<file path="src/rtl/spi_transaction_fsm.sv">
// Sequencer for the SPI memory slave: counts address/data bits from conditioned
// SCLK edge pulses and drives the latch, memory, shift-register and MISO enables.
module spi_transaction_fsm #(
   parameter int addrwidth  = 7,
   parameter int datawidth  = 8,
   parameter int countwidth = 4
) (
   input  logic clk,
   input  logic reset_n,
   input  logic cs_n,
   input  logic sclk_posedge,
   input  logic sclk_negedge,
   input  logic rw_bit,
   output logic addr_we,
   output logic dm_we,
   output logic sr_we,
   output logic miso_buff,
   output logic busy
);

   localparam logic [3:0] IDLE        = 4'd0;
   localparam logic [3:0] GET_ADDR    = 4'd1;
   localparam logic [3:0] ADDR_LATCH  = 4'd2;
   localparam logic [3:0] READ_WAIT   = 4'd3;
   localparam logic [3:0] READ_LOAD   = 4'd4;
   localparam logic [3:0] READ_SHIFT  = 4'd5;
   localparam logic [3:0] WRITE_GET   = 4'd6;
   localparam logic [3:0] WRITE_STORE = 4'd7;
   localparam logic [3:0] DONE        = 4'd8;

   // Terminal counts: address phase includes the trailing R/W bit.
   localparam logic [countwidth-1:0] addr_last = countwidth'(addrwidth);
   localparam logic [countwidth-1:0] data_last = countwidth'(datawidth - 1);

   logic [3:0]            state_reg, state_next;
   logic [countwidth-1:0] count_reg, count_next;

   always_ff @(posedge clk) begin
      if (!reset_n) begin
         state_reg <= IDLE;
         count_reg <= '0;
      end else begin
         state_reg <= state_next;
         count_reg <= count_next;
      end
   end

   always_comb begin
      state_next = state_reg;
      count_next = count_reg;
      // Chip-select release wins over any edge or terminal count this cycle.
      if (state_reg != IDLE && cs_n) begin
         state_next = IDLE;
         count_next = '0;
      end else begin
         case (state_reg)
            IDLE: begin
               count_next = '0;
               if (!cs_n) state_next = GET_ADDR;
            end
            GET_ADDR: begin
               if (sclk_posedge) begin
                  if (count_reg == addr_last) begin
                     count_next = '0;
                     state_next = ADDR_LATCH;
                  end else begin
                     count_next = count_reg + 1'b1;
                  end
               end
            end
            ADDR_LATCH: state_next = rw_bit ? READ_WAIT : WRITE_GET;
            READ_WAIT:  state_next = READ_LOAD;
            READ_LOAD:  state_next = READ_SHIFT;
            READ_SHIFT: begin
               if (sclk_negedge) begin
                  if (count_reg == data_last) begin
                     count_next = '0;
                     state_next = DONE;
                  end else begin
                     count_next = count_reg + 1'b1;
                  end
               end
            end
            WRITE_GET: begin
               if (sclk_posedge) begin
                  if (count_reg == data_last) begin
                     count_next = '0;
                     state_next = WRITE_STORE;
                  end else begin
                     count_next = count_reg + 1'b1;
                  end
               end
            end
            WRITE_STORE: state_next = DONE;
            DONE:        state_next = DONE;
            default: begin
               state_next = IDLE;
               count_next = '0;
            end
         endcase
      end
   end

   assign addr_we   = (state_reg == ADDR_LATCH);
   assign sr_we     = (state_reg == READ_LOAD);
   assign dm_we     = (state_reg == WRITE_STORE);
   assign miso_buff = (state_reg == READ_SHIFT);
   assign busy      = (state_reg != IDLE);

endmodule

</file>
<file path="config.mk">
export PLATFORM = sky130hd
export DESIGN_NAME = spi_transaction_fsm
export DESIGN_NICKNAME = d
export VERILOG_FILES = /design/src/rtl/spi_transaction_fsm.sv
export SDC_FILE = /design/constraint.sdc
export NUM_CORES = 1
export LEC_CHECK = 0
export BUFFER_PORTS_ARGS = -buffer_cell sky130_fd_sc_hd__buf_2
export CORE_MARGIN = 10
export CORE_UTILIZATION = 25
export DETAILED_ROUTE_END_ITERATION = 16
export HOLD_SLACK_MARGIN = 0.12
export PLACE_DENSITY_LB_ADDON = 0.12
export SYNTH_ARGS = -nofsm -noshare
export SYNTH_HDL_FRONTEND = slang
export SYNTH_SLANG_ARGS = --single-unit
</file>
<file path="constraint.sdc">
create_clock -name clk -period 1.8 [get_ports clk]
set_input_delay 0.27 -clock clk [delete_from_list [all_inputs] [get_ports clk]]
set_output_delay 0.27 -clock clk [all_outputs]
set_load 0.05 [all_outputs]
</file>
==> results.md <==
- The met3 demand-to-capacity share in global routing is 1.85%.
- TritonCTS built the clock tree.
- The starting density of the core is 27.0%.
- Buffers inserted to repair hold after CTS numbered 0.
- The detailed-route DRC error count is 0.
- Across the run, the number of max-cap violations was 0.
- The layout overhead on the synthesized area is 20.8%.
- For met1 alone, demand over resource in global routing was 8.13%.
- The detail-routed via count per cell is 5.14.
- Yosys mapped the design onto 38 distinct sky130hd cell types.
- The HPWL after detailed placement is 1220 microns.
- The placer's final routability congestion estimate is 0.747.
- The relative slew slack is 79.1%.
- Counting tap cells, the placed design contains a total of 116 instances.
- The number of buffers between clock root and the deepest sink is 2.
- Of all nets on the critical path, the largest fanout is 9.
- The number of slew-limit violations in the final report is 0.
- The met2 usage in global routing is 10.4%.
- In this run the count of I/O pins placed on the die edge is 11.
- For this run, the top clock speed supported by timing is 577 MHz.
- The worst path in the final design needs a cycle of 1.73 ns, including I/O delays and setup.
- The number of sinks on the clock net is 8.
- From bottom edge to top edge, the die measures 69.8 microns.
- The prevailing post-synth register cell is dfxtp_1.
- The busiest layer in global routing is met2.
- The die covers 0.00488 sq mm.
- Summed over all cells, the static leakage comes to 0.315 nW.
- The endpoint type of the worst setup path is an output pin.
- The synthesized instance count is 78.
- The share of layout cells above drive strength 1 is 33.0%.
- The number of port buffers is 10.
- The period utilization is 96.3%.
- The number of antenna violations at the first check in global routing is 0.
- Entering global routing, the biggest net connects 16 pins.
- The total number of yosys warnings is 0.
- Setup repair after global routing left no endpoint under its margin.
- After detailed routing, the total wire length is 1510 microns.
- For this block, the initial DRC count from the detailed router was 18.
- The total grt overflow is 0.
- For this run, the register share of the synthesized area comes to 25.8%.
- For the final routed database, the setup TNS stands at 0 ns.
- The average instance area after synthesis is 7.96 sq um.
- The total vias in the final route is 612.
- In the global route stage, overall resource usage came out at 6.71%.
- The buffer type at the clock tree root is clkbuf_4.
- The number of clock buffers inserted by TritonCTS is 3.
- In this run the cell area of the synthesized design comes to 621 sq um.
- The antenna diode count is 0.
- The data required time at the worst endpoint is 1.53 ns.
- After clock tree synthesis, the clock-pin slew on the worst setup and hold paths is 0.05 ns.
- In this run the standard cell core region covers 0.00230 sq mm.
- The net count after synthesis is 85.
- Setup violations remaining at the end of the flow were counted as 0.
- In this run, synthesis inferred 0 flip-flops with an integrated enable.
- In this run, synthesis produced a sequential element count of 8.
- The post-detailed-route wirelength per cell is 12.7 microns.
- The worst clock skew is 0.000757 ns.
- The slew at the pin with the worst max-slew slack is 0.313 ns.
- STA puts the critical path data arrival time at 1.46 ns.
- In this run the number of H-tree levels came out at 1.
- The class of the worst hold path is input port to flip-flop.
- The number of hold violations in the final report is 0.
- The library cell used most frequently in the layout, excluding fill and tap cells, is buf_2.
- The flow ran to the end, and the final reports show no timing, DRC or antenna violations.
- In the layout the commonest cells are buf_2, nand2_1, dfxtp_1.
- The maximum VDD drop is 566 uV.
- The share of synthesized registers carrying an async set or reset is 0%.
- The die is 69.8 microns wide.
- The worst setup path is launched from a flip-flop.
- The remaining antenna violation count is 0.
- For the worst-skew pair, the clock arrives at the later sink with an insertion delay of 0.25 ns.
- The filler-free cell count of the finished design is 119.
- The first detailed-routing pass took 4 iterations.
- In this run the power density over the cells is 1170 mW/mm^2.
- The number of core rows is 17.
- The via count of the first global-routing pass is 607.
- The setup path with the least slack is of type flip-flop to output pin.
- The first global-routing pass estimated 2770 microns of wire.
- The net count of the finished layout is 100.
- The number of buffers inserted to repair setup after CTS is 0.
-- synth_stat cells, drive strengths merged, types with 2 or more instances --
master	instances	area share (%)
nor2	5	3.0
o21ai	6	5.4
nand2	10	6.9
buf	4	4.2
nand3b	2	2.4
a21boi	2	3.0
nor3	6	4.8
dfxtp	8	26
nand3	2	1.6
and3b	2	2.8
nand2b	2	2.0
nor2b	2	2.0
and2	2	2.0
a21oi	4	4.4
mux2i	2	3.2
inv	3	1.8
-- cell type report --
class | count | area, sq um
sequential | 8 | 163
inverter | 3 | 11.3
multi-input combinational | 63 | 438
tap | 28 | 35.0
fill | 251 | 1550
clock buffer | 3 | 22.5
timing repair buffer | 14 | 80.1
-- repair_timing --
action / 4_1_cts / 5_1_grt
setup endpoints to repair: 1 / 3
resized for setup: 1 / 1
pin swaps: 0 / 0
-- worst max-delay path, stage by stage (launching register included) --
cell and delay (ns):
dfxtp_1 0.39, or4_4 0.59, buf_2 0.23
-- power breakdown --
part | switching (mW) | internal, mW
clock | 0.0624 | 0.0764
combinational | 0.287 | 0.186
sequential | 0.0586 | 0.203
-- final timing paths --
path | startpoint | end | cells after the start | slack (ns)
max | state_reg[1]$_SDFFE_PP0P_ | busy | 2 | 0.07
min | reset_n | state_reg[0]$_SDFFE_PP0P_ | 3 | 0.33
max reg2reg | state_reg[1]$_SDFFE_PP0P_ | count_reg[2]$_SDFFE_PP0P_ | 5 | 0.19
min reg2reg | count_reg[3]$_SDFFE_PP0P_ | count_reg[3]$_SDFFE_PP0P_ | 1 | 0.52
-- cells by family after synthesis --
logic type,Yosys count,synth area share [%]
buf+inv,7,6.05
simple gates,39,35.1
flops,8,25.8
compound gates,21,27.8
fa+ha+maj,1,2.02
mux,2,3.23
-- per-layer routing --
layer  vias up  routed length, microns
met1       285                     745
li1        313                       -
met2        10                     703
met5         -                       0
met3         4                      43
met4         0                      18
-- per-stage QoR --
| step | setup WS [ns] | total power [mW] | hold WS [ns] | cell area (sq um) | util (%) |
|---|---|---|---|---|---|
| 2_1_floorplan | 0.245 | 0.635 | 0.453 | 636 | - |
| 3_3_place_gp | 0.0934 | 0.743 | 0.509 | 724 | 31.5 |
| 3_5_place_dp | 0.0603 | 0.737 | 0.507 | 724 | 31.5 |
| 4_1_cts | 0.0119 | 0.886 | 0.325 | 748 | 32.6 |
| 5_1_grt | 0.0138 | 0.952 | 0.361 | 749 | 32.6 |
| 6_report | 0.0657 | 0.874 | 0.325 | 749 | 32.6 |
Note: power is estimated with default switching activity, not from simulation.
